**src/rtl/ram_arbiter.sv**
```systemverilog
// ram_arbiter
//
// Two-requester arbiter and sequencer for an 8-bit synchronous single-port
// RAM with registered read data. Port A (Z80 bus) normally has priority and
// port B (loader/DMA) is guaranteed a grant after MAX_WAIT consecutive
// denied cycles. At most one RAM access is issued per clock. Read data is
// returned to the owning port two edges after the transfer edge.
//
// Ports
//   clk, reset                  clock, asynchronous active-high reset
//   a_req/a_we/a_addr/a_wdata   port A request (held until a_gnt)
//   a_gnt                       port A combinational grant
//   a_rdata/a_rvalid            port A read return (rvalid = 1-cycle pulse)
//   b_*                         port B, same as port A
//   ram_ce/ram_wen/ram_addr/ram_wdata   registered RAM command
//   ram_rdata                   RAM registered read data

module ram_arbiter #(
    parameter int ADDR_W   = 17,
    parameter int MAX_WAIT = 3
) (
    input  logic              clk,
    input  logic              reset,

    input  logic              a_req,
    input  logic              a_we,
    input  logic [ADDR_W-1:0] a_addr,
    input  logic [7:0]        a_wdata,
    output logic              a_gnt,
    output logic [7:0]        a_rdata,
    output logic              a_rvalid,

    input  logic              b_req,
    input  logic              b_we,
    input  logic [ADDR_W-1:0] b_addr,
    input  logic [7:0]        b_wdata,
    output logic              b_gnt,
    output logic [7:0]        b_rdata,
    output logic              b_rvalid,

    output logic              ram_ce,
    output logic              ram_wen,
    output logic [ADDR_W-1:0] ram_addr,
    output logic [7:0]        ram_wdata,
    input  logic [7:0]        ram_rdata
);

    localparam int              WCW      = (MAX_WAIT < 1) ? 1 : $clog2(MAX_WAIT + 1);
    localparam logic [WCW-1:0]  WAIT_MAX = WCW'(MAX_WAIT);
    localparam bit              FAIR     = (MAX_WAIT != 0);

    logic [WCW-1:0]    wait_cnt;
    logic              force_b;
    logic              xfer;
    logic              win_we;
    logic [ADDR_W-1:0] win_addr;
    logic [7:0]        win_wdata;

    // Return pipeline: stage 1 is aligned with the RAM command registers,
    // stage 2 with the RAM's registered read data.
    logic s1_rd;
    logic s1_own;    // 0 = port A, 1 = port B
    logic s2_rd;
    logic s2_own;

    // ------------------------------------------------------------------
    // Grant decision
    // ------------------------------------------------------------------
    always_comb begin
        force_b = FAIR && b_req && (wait_cnt == WAIT_MAX);
        a_gnt   = 1'b0;
        b_gnt   = 1'b0;
        if (!reset) begin
            if (force_b) begin
                b_gnt = 1'b1;
            end else if (a_req) begin
                a_gnt = 1'b1;
            end else if (b_req) begin
                b_gnt = 1'b1;
            end
        end
    end

    // Grants only assert with their matching request, so either grant is
    // a transfer.
    assign xfer = a_gnt || b_gnt;

    always_comb begin
        win_we    = a_we;
        win_addr  = a_addr;
        win_wdata = a_wdata;
        if (b_gnt) begin
            win_we    = b_we;
            win_addr  = b_addr;
            win_wdata = b_wdata;
        end
    end

    // ------------------------------------------------------------------
    // B starvation counter
    // ------------------------------------------------------------------
    always_ff @(posedge clk or posedge reset) begin
        if (reset) begin
            wait_cnt <= '0;
        end else if (b_gnt) begin
            wait_cnt <= '0;
        end else if (b_req && (wait_cnt != WAIT_MAX)) begin
            wait_cnt <= wait_cnt + 1'b1;
        end
    end

    // ------------------------------------------------------------------
    // Issue stage
    // ------------------------------------------------------------------
    always_ff @(posedge clk or posedge reset) begin
        if (reset) begin
            ram_ce    <= 1'b0;
            ram_wen   <= 1'b0;
            ram_addr  <= '0;
            ram_wdata <= '0;
        end else begin
            ram_ce  <= xfer;
            ram_wen <= xfer && win_we;
            // Address and data hold when idle to avoid needless toggling
            // on the RAM pins.
            if (xfer) begin
                ram_addr  <= win_addr;
                ram_wdata <= win_wdata;
            end
        end
    end

    // ------------------------------------------------------------------
    // Return pipeline
    // ------------------------------------------------------------------
    always_ff @(posedge clk or posedge reset) begin
        if (reset) begin
            s1_rd  <= 1'b0;
            s1_own <= 1'b0;
            s2_rd  <= 1'b0;
            s2_own <= 1'b0;
        end else begin
            s1_rd  <= xfer && !win_we;
            s1_own <= b_gnt;
            s2_rd  <= s1_rd;
            s2_own <= s1_own;
        end
    end

    // ------------------------------------------------------------------
    // Read data capture, per port
    // ------------------------------------------------------------------
    always_ff @(posedge clk or posedge reset) begin
        if (reset) begin
            a_rdata  <= '0;
            a_rvalid <= 1'b0;
            b_rdata  <= '0;
            b_rvalid <= 1'b0;
        end else begin
            a_rvalid <= s2_rd && !s2_own;
            b_rvalid <= s2_rd && s2_own;
            if (s2_rd && !s2_own) begin
                a_rdata <= ram_rdata;
            end
            if (s2_rd && s2_own) begin
                b_rdata <= ram_rdata;
            end
        end
    end

endmodule

```
**config.mk**
```make
export PLATFORM = sky130hd
export DESIGN_NAME = ram_arbiter
export DESIGN_NICKNAME = d
export VERILOG_FILES = /design/src/rtl/ram_arbiter.sv
export SDC_FILE = /design/constraint.sdc
export NUM_CORES = 1
export LEC_CHECK = 0
export CAP_MARGIN = 20
export CORE_MARGIN = 2
export CORE_UTILIZATION = 30
export DETAILED_ROUTE_END_ITERATION = 7
export GPL_ROUTABILITY_DRIVEN = 0
export GPL_TIMING_DRIVEN = 0
export PLACE_DENSITY = 0.73
export REMOVE_ABC_BUFFERS = 1
export SLEW_MARGIN = 20
export SYNTH_ARGS = -nofsm -noshare
export SYNTH_HDL_FRONTEND = slang
export SYNTH_SLANG_ARGS = --single-unit
```
**constraint.sdc**
```tcl
create_clock -name clk -period 3.5 [get_ports clk]
set_input_delay 1.05 -clock clk [delete_from_list [all_inputs] [get_ports clk]]
set_output_delay 1.05 -clock clk [all_outputs]
set_load 0.05 [all_outputs]
```
==> results_dict.tcl, run 1 <==
set metrics [dict create \
    outcome "finished, final reports clean" \
    syn_inst 213 \
    rsz0062_at_grt "no" \
    worst_slack_ns 0.09668 \
    synth_fa_ha_area_frac 0.005294 \
    design_area_mm2 0.003638 \
    hold_ws_ns 0.3547 \
    path_max_fanout 27 \
    place_worst_setup_slack_ns -0.6588 \
    wirelength_um 6557 \
    maxCapViolations 0 \
    reg2reg_slack_ns 1.68 \
    timing.final.max_slew_violations 0 \
    antenna_found_initial 0 \
    relSlewSlack 0.5650 \
    ys_ff_latch 51 \
    ys_types 26 \
    worstSetupStartpointType "input pin" \
    finalCriticalPeriod_ns 3.403 \
    grt_pass1_wl_um 10340 \
    n_antenna_cell 0 \
    synth_compound_area_frac 0.2398 \
    dieArea_mm2 0.008604 \
    synth-main-ff-cell "dfrtp_1" \
    clock_latency_ns 0.30 \
    vias_per_cell 5.029 \
    period_share 0.9724 \
    drive_gt1_frac 0.1199 \
    arrival_ns 2.35 \
    fin_nets 381 \
    peakVddDrop_mv 0.1694 \
    worst_setup_path_end_kind "primary output" \
    crit_type "input pin to primary output" \
    grt_pass1_vias 2018 \
    dp.cells 407 \
    yosysSeqAreaShare 0.5400 \
    htree_levels 2 \
    p_leak_nw 1.416 \
    antenna_left 0 \
    yosys.area_share.simple 0.05982 \
    first_pass_iters 4 \
    cp_data_required_time_ns 2.45 \
    fin_cells 419 \
    wl_met3_um 476 \
    postCtsHoldBufs 0 \
    synth_xor_area_frac 0 \
    vias 2107 \
    initial_core_util 0.3075 \
    yosysWarnings 0 \
    setup_violations 0 \
    wl_per_cell_um 15.65 \
    hpwl_um 4575 \
    ios 111 \
    synth_area_mm2 0.002364 \
    first_iter_violations 68 \
    rows 32 \
    cts_buffers 5 \
    wl_met1_um 2828 \
    fp.dieH_um 92.76 \
    grt_max_degree 47 \
    avgSynthCellArea_um2 11.10 \
    synth-edff-count 0 \
    max_clock_freq_ghz 0.2938 \
    grt-ovfl-total 0 \
    cts-root-buf "clkbuf_8" \
    synth_top_family_by_area "compound AO/OA/AOI/OAI gates" \
    skew_ns 0.003819 \
    cts_buffer_depth 2 \
    cts_sinks 51 \
    route.detailed.drc 0 \
    syn2layout_area_growth_pct 53.94 \
    power_mw 2.037 \
    synth_async_sr_flop_share 1.000 \
    die_w_um 92.76 \
    grt_usage 0.1523 \
    synth_mux_area_frac 0.07623 \
    io_buffers 110 \
    hold_viol 0 \
    wl_met2_um 3223 \
    routed.top_layer "met4" \
    place_area_mm2 0.003506 \
    core-area_mm2 0.007687 \
    hold_path.class "flop to flop" \
    path_clk_slew_ns 0.09 \
    power.density_mw_per_mm2 559.9 \
    tightestPinTransition_ns 0.6525 \
    cts_tree "yes" \
]
## where the power goes
part           switching [mW]  internal, mW  total, mW
combinational           0.578         0.344      0.922
sequential             0.0572         0.700      0.758
clock                   0.196         0.162      0.358
## per-stage QoR
step,util,setup TNS [ns]
after global routing,0.4733,0
after global placement,0.4460,-20.03
after floorplan,-,-0.01641
after detailed placement,0.4561,-1.105
final,0.4733,0
after CTS,0.4704,0
## synth_stat cells, types with 2 or more instances
| library cell | number | share of area |
|---|---|---|
| a31oi_1 | 25 | 0.066 |
| buf_2 | 8 | 0.017 |
| buf_4 | 6 | 0.019 |
| buf_6 | 6 | 0.029 |
| dfrtp_1 | 51 | 0.54 |
| inv_1 | 4 | 0.0064 |
| inv_2 | 2 | 0.0032 |
| mux2_1 | 2 | 0.0095 |
| mux2_2 | 14 | 0.067 |
| nand2_1 | 3 | 0.0048 |
| nor2_1 | 26 | 0.041 |
| o2111ai_1 | 26 | 0.096 |
| o21ai_0 | 6 | 0.013 |
| o21ai_1 | 22 | 0.047 |
## kinds of logic (layout without fill, tap and decap cells)
kind of cell               Yosys count  in the layout
and+or+nand+nor                     33             34
adders and majority gates            1              1
DFF                                 51             51
AOI/OAI and AO/OA                   84             84
buffers and inverters               28            131
muxes                               16             16
## registers in the layout (all words and copies together), names as in the netlist
signal / cells
a_rvalid: 1
s2_rd: 1
a_rdata: 8
wait_cnt: 2
s2_own: 1
b_rvalid: 1
ram_ce: 1
b_rdata: 8
ram_wdata: 8
s1_rd: 1
ram_addr: 17
s1_own: 1
ram_wen: 1
## critical path: stages
cell             delay, ns
clkdlybuf4s50_1       0.55
inv_2                 0.23
a211oi_1              0.24
clkbuf_4              0.27
## placed cells by master (no fill, tap or decap), drive strengths merged
cell	synthesis	routed
o21ai	28	28
inv	6	6
ha	1	1
clkbuf	2	8
nor2	26	26
clkdlybuf4s50	0	106
and3	1	1
nand2	3	3
buf	20	8
clkinvlp	0	1
nand2b	2	3
o2111ai	26	26
a31oi	25	25
nor2b	1	1
dfrtp	51	51
o21ba	1	1
a21bo	1	1
dlymetal6s2s	0	1
a211oi	1	1
mux2	16	16
clkinv	0	1
a21boi	1	1
o211ai	1	1
## path summary, 6_finish.rpt
path,from,endpoint,depth (start not counted)
setup / recovery,a_req,a_gnt,4
hold / removal,s1_rd,s2_rd,0
setup reg to reg,wait_cnt[0],ram_addr[2],6
hold reg to reg,s1_rd,s2_rd,0
max in group asynchronous,reset,ram_addr[11],3
min in group asynchronous,reset,ram_addr[4],2
## timing repair
item                                    in CTS  in global routing
buffers inserted                             1                  2
gates resized for setup                     12                  3
cloned                                       1                  0
pin swaps                                    0                  0
endpoints found under the setup margin       2                  2
## per-layer routing
| layer | up-vias | track usage |
|---|---|---|
| met5 | - | 0 |
| met4 | 0 | 0.03922 |
| met3 | 4 | 0.03987 |
| met2 | 86 | 0.2633 |
| met1 | 1004 | 0.1886 |
| li1 | 1013 | - |
## final cells by class
| class | instances | area [um2] |
|---|---|---|
| fill | 733 | 4049 |
| sequential | 51 | 1276 |
| timing repair buffer | 117 | 1194 |
| multi-input combinational | 135 | 917.1 |
| tap | 102 | 127.6 |
| clock buffer | 6 | 82.58 |
| inverter | 6 | 25.02 |
| clock inverter | 2 | 16.27 |
No activity file was read; power rests on OpenSTA's default activity.
==> inputs of run 2 (changes only) <==
--- a/config.mk
+++ b/config.mk
@@ -8,9 +8,9 @@
 export CAP_MARGIN = 20
 export CORE_MARGIN = 2
 export CORE_UTILIZATION = 30
+export CTS_CLUSTER_SIZE = 8
 export DETAILED_ROUTE_END_ITERATION = 7
 export GPL_ROUTABILITY_DRIVEN = 0
-export GPL_TIMING_DRIVEN = 0
 export PLACE_DENSITY = 0.73
 export REMOVE_ABC_BUFFERS = 1
 export SLEW_MARGIN = 20
==> run 2 against run 1 <==
Die area stayed put. Clock power is 11% higher. Register-to-register slack better by 0.11 ns. Core utilization hardly changed. Total power is 1.4% higher. Largest power group unchanged. Setup slack better by 0.024 ns. Count of clock-buffer cells in the layout is 1 lower. Largest cell class unchanged.
==> results_dict.tcl, run 2 (synthesized netlist as in run 1, its figures left out) <==
set metrics [dict create \
    dp.cells 412 \
    route.detailed.drc 0 \
    final_common_cell "clkdlybuf4s50_1" \
    initial_core_util 0.3075 \
    postCtsHoldBufs 0 \
    finalCriticalPeriod_ns 3.379 \
    worstReg2RegStart "wait_cnt[0]" \
    cp.depth 4 \
    path_buf_inv 2 \
    r2r_cells 6 \
    antenna_left 0 \
    post-route-util 0.4731 \
    crit_type "input pin to primary output" \
    slowest_stage "clkdlybuf4s50_1" \
    max_clock_freq_ghz 0.2960 \
    worst_slack_ns 0.1211 \
    rows 32 \
    htree_levels 2 \
    path_max_fanout 6 \
    cp_data_required_time_ns 2.45 \
    vias 2135 \
    fp.dieH_um 92.76 \
    first_iter_violations 58 \
    reg2reg_slack_ns 1.79 \
    cp_slowest_stage_delay_ns 0.52 \
    wirelength_um 6472 \
    clock_latency_ns 0.29 \
    setup_violations 0 \
    worstReg2RegEnd "s1_rd" \
    grt_usage 0.1514 \
    nFillCells 723 \
    cts-root-buf "clkbuf_8" \
    core-area_mm2 0.007687 \
    hold_path.class "flop to flop" \
    n_antenna_cell 0 \
    first_pass_iters 4 \
    vias_per_cell 5.095 \
    grt-ovfl-total 0 \
    hold_viol 0 \
    setup.worst_path.end "b_gnt" \
    skew_ns 0.007847 \
    rsz0062_at_grt "no" \
    grt_pass1_vias 2077 \
    arrival_ns 2.33 \
    p_leak_nw 1.409 \
    largest_reg_flops 17 \
    cts_sinks 51 \
    crit_path_cell_trace "clkdlybuf4s50_1 > nand2b_4 > nor2_1 > buf_12" \
    worst_setup_path_end_kind "primary output" \
    power.density_mw_per_mm2 568.2 \
    cp_top_family "buffers and inverters" \
    wl_per_cell_um 15.45 \
    grt_max_degree 47 \
    cts_buffers 5 \
    place_worst_setup_slack_ns 0.1151 \
    ios 111 \
    power_mw 2.067 \
    relSlewSlack 0.6395 \
    syn2layout_area_growth_pct 53.89 \
    cts_buffer_depth 2 \
    layout_common_cells "108 x clkdlybuf4s50_1, 51 x dfrtp_1, 26 x o2111ai_1, 26 x nor2_1, 25 x a31oi_1" \
    tightestPinTransition_ns 0.5391 \
    fin_cells 419 \
    top_register "ram_addr" \
    drive_gt1_frac 0.1167 \
    peakVddDrop_mv 0.2036 \
    cts_tree "yes" \
    worstSetupStartpointType "input pin" \
    post_cts_resized 0 \
    postCtsSetupBuffers 0 \
    hpwl_um 4668 \
    timing.final.max_slew_violations 0 \
    antenna_found_initial 0 \
    path_clk_slew_ns 0.08 \
    io_buffers 110 \
    outcome "finished, final reports clean" \
    grt_pass1_wl_um 10380 \
    fin_nets 382 \
    critPathLaunch "reset" \
    period_share 0.9654 \
    maxCapViolations 0 \
    dieArea_mm2 0.008604 \
    die_w_um 92.76 \
]
## run 2: cell count changes in the layout (fill, tap and decap cells not counted), sizes merged
cell           change
clkinv             -1
clkbuf             -3
buf                +3
bufinv             +1
clkdlybuf4s50      +2
nand2b             -1
dlymetal6s2s       -1
## run 2: layout make-up
| cell class | count | area, um2 | area share |
|---|---|---|---|
| clock buffer | 5 | 68.82 | 0.01892 |
| clock inverter | 2 | 37.54 | 0.01032 |
| inverter | 6 | 22.52 | 0.006192 |
| multi-input combinational | 134 | 903.4 | 0.2484 |
| sequential | 51 | 1276 | 0.3509 |
| tap | 102 | 127.6 | 0.03509 |
| timing repair buffer | 119 | 1201 | 0.3302 |
## run 2: layer usage
metal,GRT usage,wire length (um),up-vias
met5,0,0,-
met4,0.02941,24,0
met2,0.2566,3158,94
met1,0.1951,2783,1032
met3,0.04068,505,2
li1,-,-,1007
## run 2: how the worst min path moves through the flow
stage,startpoint,end,slack [ns],cells past startpoint
final,s1_rd,s2_rd,0.36,0
after global routing,s1_rd,s2_rd,0.37,0
after CTS,s1_rd,s2_rd,0.36,0
after detailed placement,s1_rd,s2_rd,0.34,0
after global placement,s1_own,s2_own,0.34,0
after floorplan,s1_own,s2_own,0.33,0
## run 2: through the flow
step	hold slack, ns	area (um2)	setup TNS [ns]
detailed placement	0.3396	3531	0
finish	0.3573	3637	0
CTS	0.3602	3637	0
global route	0.3687	3637	0
global placement	0.3355	3531	0
floorplan	0.3312	2200	-0.01641
## run 2: power by group
group          switching (mW)  leakage [nW]  total [mW]  internal (mW)
clock network           0.188        0.0502       0.397          0.209
registers              0.0585         0.595       0.759          0.700
logic                   0.572         0.763       0.910          0.339
==> inputs of run 3 (changes only) <==
--- a/config.mk
+++ b/config.mk
@@ -8,9 +8,10 @@
 export CAP_MARGIN = 20
 export CORE_MARGIN = 2
 export CORE_UTILIZATION = 30
-export CTS_CLUSTER_SIZE = 8
+export CTS_CLUSTER_SIZE = 14
 export DETAILED_ROUTE_END_ITERATION = 7
 export GPL_ROUTABILITY_DRIVEN = 0
+export GPL_TIMING_DRIVEN = 0
 export PLACE_DENSITY = 0.73
 export REMOVE_ABC_BUFFERS = 1
 export SLEW_MARGIN = 20
==> results of run 3 <==
Final layout, timing and power as in run 1 (identical DEF).
==> RTL change 1: new RTL, config.mk and constraints of run 1 <==
Reset style: synchronous (`reset`), changed in 4 clocked blocks. Comments in the files are not updated.
--- a/src/rtl/ram_arbiter.sv
+++ b/src/rtl/ram_arbiter.sv
@@ -99,7 +99,7 @@
     // ------------------------------------------------------------------
     // B starvation counter
     // ------------------------------------------------------------------
-    always_ff @(posedge clk or posedge reset) begin
+    always_ff @(posedge clk) begin
         if (reset) begin
             wait_cnt <= '0;
         end else if (b_gnt) begin
@@ -112,7 +112,7 @@
     // ------------------------------------------------------------------
     // Issue stage
     // ------------------------------------------------------------------
-    always_ff @(posedge clk or posedge reset) begin
+    always_ff @(posedge clk) begin
         if (reset) begin
             ram_ce    <= 1'b0;
             ram_wen   <= 1'b0;
@@ -133,7 +133,7 @@
     // ------------------------------------------------------------------
     // Return pipeline
     // ------------------------------------------------------------------
-    always_ff @(posedge clk or posedge reset) begin
+    always_ff @(posedge clk) begin
         if (reset) begin
             s1_rd  <= 1'b0;
             s1_own <= 1'b0;
@@ -150,7 +150,7 @@
     // ------------------------------------------------------------------
     // Read data capture, per port
     // ------------------------------------------------------------------
-    always_ff @(posedge clk or posedge reset) begin
+    always_ff @(posedge clk) begin
         if (reset) begin
             a_rdata  <= '0;
             a_rvalid <= 1'b0;
Function: differs if reset is asserted again (counterexample within 4 cycles, from zero or initial values and one cycle with reset high); with reset held inactive, the same outputs for 10 cycles.
==> RTL change 1 against run 1 <==
Area after synthesis rose by 0.95%. Setup slack improved by 0.0038 ns. Critical path type unchanged. Highest routed layer unchanged. Utilization fell by 0.34 points. Wire length rose by 3.4%. Cell area fell by 0.21%. Cell count rose by 6.4%. Sequential cell count did not move. First-iteration DRC count rose by 54%. Critical path depth rose by 1. Count of clock-buffer cells in the layout fell by 1.
Power is not compared: it rests on default switching activity, and its combinational part moved more than twofold at a synthesized area within 25%.
==> RTL change 1: results (changes against run 1) <==
Parameter                              Value

Timing
  Worst slack on hold paths ... 0.448 ns (was 0.355 ns)

Place
  Post-DP HPWL ... 4450 µm (was 4570 µm)
  Placement Setup Slack ... -0.952 ns (was -0.659 ns)
  Placement Cell Area ... 0.00349 mm² (was 0.00351 mm²)

Routing
  DR WL/cell ... 15.2 µm (was 15.6 µm)
  Routed length on met2 ... 3340 µm (was 3220 µm)
  DR vias/cell ... 5.02 (was 5.03)
  Drt initial violations ... 105 (was 68)
  Total length of routed met3 wires ... 243 µm (was 476 µm)

Final layout
  Layout cell share with drive strength beyond 1 ... 12.5% (was 12.0%)
  Final net count ... 408 (was 381)
  Non-Filler Instances ... 446 (was 419)

Worst setup path
  Stage delay of the slowest cell on the critical path ... 0.45 ns (was 0.55 ns)
  Cell with the largest stage delay on the worst path ... sky130_fd_sc_hd__nor2b_4 (was sky130_fd_sc_hd__clkdlybuf4s50_1)
  Origin of the critical flop-to-flop path ... wait_cnt[0] (unchanged)
  Terminus of the critical flop-to-flop path ... ram_addr[4] (was ram_addr[2])

GRT
  Wire length of the first global-routing pass ... 11,000 µm (was 10,300 µm)
  Via count of the first global-routing pass ... 2,246 (was 2,018)
  Overall routing resource usage ... 15.7% (was 15.2%)
  Routing usage on met1 ... 20.0% (was 18.9%)
  Met3 GRT Util ... 2.34% (was 3.99%)

Yosys
  Commonest cells in the netlist ... sky130_fd_sc_hd__nor3_1, sky130_fd_sc_hd__dfxtp_1, sky130_fd_sc_hd__nand2_1, sky130_fd_sc_hd__mux2i_1, sky130_fd_sc_hd__a2111oi_2 (was sky130_fd_sc_hd__dfrtp_1, sky130_fd_sc_hd__nor2_1, sky130_fd_sc_hd__o2111ai_1, sky130_fd_sc_hd__a31oi_1, sky130_fd_sc_hd__o21ai_1)
  Distinct cell type count of the synthesized netlist ... 23 (was 26)
  Largest cells by area after synthesis ... sky130_fd_sc_hd__dfxtp_1, sky130_fd_sc_hd__a2111oi_2, sky130_fd_sc_hd__nor3_1 (was sky130_fd_sc_hd__dfrtp_1, sky130_fd_sc_hd__o2111ai_1, sky130_fd_sc_hd__mux2_2)
  Ys async rst share ... 0% (was 100%)

Run status
  Outcome ... complete, no violations (unchanged)

Hold path
  Hold endpoint ... s2_rd (unchanged)
  Worst hold path depth ... 1 (was 0)
[RTL change 1: area by class of cell]
| type | count | area [µm²] | share of cell area (%) |
|---|---|---|---|
| clock inverter | 3 | 47.5 | 1.31 |
| sequential | 51 | 1020 | 28.1 |
| clock buffer | 5 | 68.8 | 1.90 |
| tap | 102 | 128 | 3.51 |
| inverter | 4 | 25.0 | 0.689 |
| multi-input combinational | 170 | 1230 | 33.9 |
| timing repair buffer | 111 | 1110 | 30.6 |
[RTL change 1: what timing repair did]
action / CTS / global route
cloned: 1 / 0
gates resized for setup: 17 / 7
hold buffers: 0 / 0
endpoints found under the setup margin: 2 / 2
[RTL change 1: worst max path at each step]
stage | start | endpoint | depth (start not counted)
4_1_cts | b_req | b_gnt | 4
3_3_place_gp | a_req | a_gnt | 4
2_1_floorplan | b_req | b_gnt | 2
5_1_grt | a_req | b_gnt | 5
6_report | a_req | b_gnt | 5
3_5_place_dp | b_req | b_gnt | 4
[RTL change 1: power groups by stage]
| stage | Clock, W | Combinational [W] | Sequential (W) |
|---|---|---|---|
| 6_report | 0.000432 | 0.000361 | 0.000626 |
| 5_1_grt | 0.000475 | 0.000382 | 0.000630 |
| 4_1_cts | 0.000448 | 0.000363 | 0.000626 |
| 3_5_place_dp | 0 | 0.000360 | 0.000639 |
| 3_3_place_gp | 0 | 0.000359 | 0.000638 |
| 2_1_floorplan | 0 | 0.0000968 | 0.000731 |
[RTL change 1: logic make-up after synthesis]
| group | after synthesis | synth area share [%] |
|---|---|---|
| AO/OA/AOI/OAI | 47 | 20.3 |
| buffers and inverters | 29 | 6.55 |
| multiplexers | 25 | 10.5 |
| flip-flops | 51 | 42.8 |
| AND/OR/NAND/NOR | 96 | 19.3 |
| adder cells (fa/ha/maj) | 1 | 0.524 |
==> RTL change 2: new RTL, flow settings as in run 1 <==
Without the edit above. The parameter `MAX_WAIT` goes from 3 to 6.
--- a/src/rtl/ram_arbiter.sv
+++ b/src/rtl/ram_arbiter.sv
@@ -17,7 +17,7 @@
 
 module ram_arbiter #(
     parameter int ADDR_W   = 17,
-    parameter int MAX_WAIT = 3
+    parameter int MAX_WAIT = 6
 ) (
     input  logic              clk,
     input  logic              reset,
Function: changed (a bounded check fails within 4 cycles, from zero or initial values and one cycle with reset high).
==> RTL change 2 against run 1 <==
Area after synthesis rose by 11%. Critical path type unchanged. Count of clock-buffer cells in the layout stayed put. Highest routed layer unchanged. Die area rose by 10%. Setup slack better by 0.066 ns. Via count shrank 4.0%. Power grew 1.1%. Cell area grew 7.1%. Sequential cell count rose by 1. Largest power group unchanged. Utilization decreased by 2.0 points. Wire length is 3.8% higher.
==> RTL change 2: results (changes against run 1) <==
Parameter                              Value

Clock network
  Buffers inserted by post-CTS timing repair ... 0 (was 1)

Yosys
  Largest cells by area after synthesis ... sky130_fd_sc_hd__dfrtp_1, sky130_fd_sc_hd__o211ai_2, sky130_fd_sc_hd__mux2_2 (was sky130_fd_sc_hd__dfrtp_1, sky130_fd_sc_hd__o2111ai_1, sky130_fd_sc_hd__mux2_2)
  Commonest cells in the netlist ... sky130_fd_sc_hd__dfrtp_1, sky130_fd_sc_hd__o211ai_2, sky130_fd_sc_hd__inv_1, sky130_fd_sc_hd__nand2_1, sky130_fd_sc_hd__mux2_2 (was sky130_fd_sc_hd__dfrtp_1, sky130_fd_sc_hd__nor2_1, sky130_fd_sc_hd__o2111ai_1, sky130_fd_sc_hd__a31oi_1, sky130_fd_sc_hd__o21ai_1)
  Distinct cell type count of the synthesized netlist ... 31 (was 26)

Routing
  Via total after detailed routing ... 2,022 (was 2,107)
  First-pass iteration count of the detailed router ... 6 (was 4)
  Post-Route M1 WL ... 2990 µm (was 2830 µm)
  Drt initial violations ... 61 (was 68)
  Total length of routed met3 wires ... 418 µm (was 476 µm)
  DR WL/cell ... 15.9 µm (was 15.6 µm)

Place
  Post-DP HPWL ... 4260 µm (was 4570 µm)

Final layout
  Layout cell share with drive strength beyond 1 ... 22.8% (was 12.0%)

GRT
  Largest net degree at the start of global routing ... 28 (was 47)
  Wire length of the first global-routing pass ... 10,800 µm (was 10,300 µm)
  Global routing met2 resource utilization ... 25.0% (was 26.3%)
  Routing usage on met1 ... 16.9% (was 18.9%)
  Overall routing resource usage ... 14.1% (was 15.2%)
  Via count of the first global-routing pass ... 2,168 (was 2,018)
  Met3 GRT Util ... 3.96% (was 3.99%)

Power and ir drop
  Internal power ... 0.00122 W (was 0.00121 W)
  IR drop worst, VDD ... 0.179 mV (was 0.169 mV)
  Share of power burned in registers ... 38.1% (was 37.2%)

Timing
  Max Clock Skew ... 0.00749 ns (was 0.00382 ns)

Run status
  Outcome ... complete, no violations (unchanged)

Worst setup path
  Arr. time, crit path ... 2.29 ns (was 2.35 ns)
## RTL change 2: cell types whose count changed after synthesis, moves of 3 or more
| cell | before | now |
|---|---|---|
| sky130_fd_sc_hd__o211ai_2 | 0 | 40 |
| sky130_fd_sc_hd__inv_1 | 4 | 32 |
| sky130_fd_sc_hd__nor2_1 | 26 | 0 |
| sky130_fd_sc_hd__o2111ai_1 | 26 | 0 |
| sky130_fd_sc_hd__a31oi_1 | 25 | 1 |
| sky130_fd_sc_hd__nand2_1 | 3 | 27 |
| sky130_fd_sc_hd__o21ai_1 | 22 | 1 |
| sky130_fd_sc_hd__o211ai_1 | 1 | 11 |
| sky130_fd_sc_hd__buf_2 | 8 | 1 |
| sky130_fd_sc_hd__o21ai_0 | 6 | 0 |
| sky130_fd_sc_hd__buf_12 | 0 | 4 |
| sky130_fd_sc_hd__buf_4 | 6 | 2 |
| sky130_fd_sc_hd__buf_6 | 6 | 3 |
## RTL change 2: area by class of cell
type | instances | area [µm²] | area share, %
repair inverters | 1 | 8.76 | 0.225
clock buffers | 6 | 82.6 | 2.12
clock inverters | 2 | 15.0 | 0.385
multi-input cells | 115 | 1070 | 27.6
well taps | 108 | 135 | 3.47
inverters | 33 | 153 | 3.92
flip-flops and latches | 52 | 1300 | 33.4
repair buffers | 111 | 1130 | 28.9
## RTL change 2: kinds of logic after synthesis
group                      count (synthesis)  share of synthesized area, %
AOI/OAI and AO/OA                         60                          25.6
DFF                                       52                          49.8
muxes                                     17                          7.27
and+or+nand+nor                           35                          6.22
buffers and inverters                     45                          10.2
adders and majority gates                  2                         0.957
## RTL change 2: worst paths after layout
path	from	to	slack (ns)	cells after the start
setup reg to reg	wait_cnt[0]	s1_rd	1.67	6
hold / removal	s1_rd	s2_rd	0.36	0
min in group asynchronous	reset	ram_addr[3]	1.00	2
hold reg to reg	s1_rd	s2_rd	0.36	0
setup / recovery	reset	a_gnt	0.16	4
max in group asynchronous	reset	b_rvalid	2.26	2
## RTL change 2: worst max-delay path, cell delays in order
cell	delay [ns]
sky130_fd_sc_hd__dlygate4sd2_1	0.36
sky130_fd_sc_hd__bufinv_16	0.33
sky130_fd_sc_hd__o211a_1	0.17
sky130_fd_sc_hd__clkdlybuf4s15_2	0.37
## RTL change 2: per-stage QoR
step	instances	power, W	setup slack (ns)	util (%)	setup TNS, ns
global placement	417	0.00167	-1.84	43.2	-3.94
detailed placement	417	0.00169	-0.794	43.2	-1.56
floorplan	199	0.00135	-0.268	-	-0.268
CTS	427	0.00208	0.0278	45.0	0
global route	428	0.00215	0.0929	45.3	0
finish	428	0.00206	0.163	45.3	0
## RTL change 2: what timing repair did
action                                  in CTS  in global routing
gates cloned                                 2                  0
resized for setup                           18                  1
endpoints found under the hold margin        0                  0
endpoints found under the setup margin       2                  1
pin swaps                                    1                  0
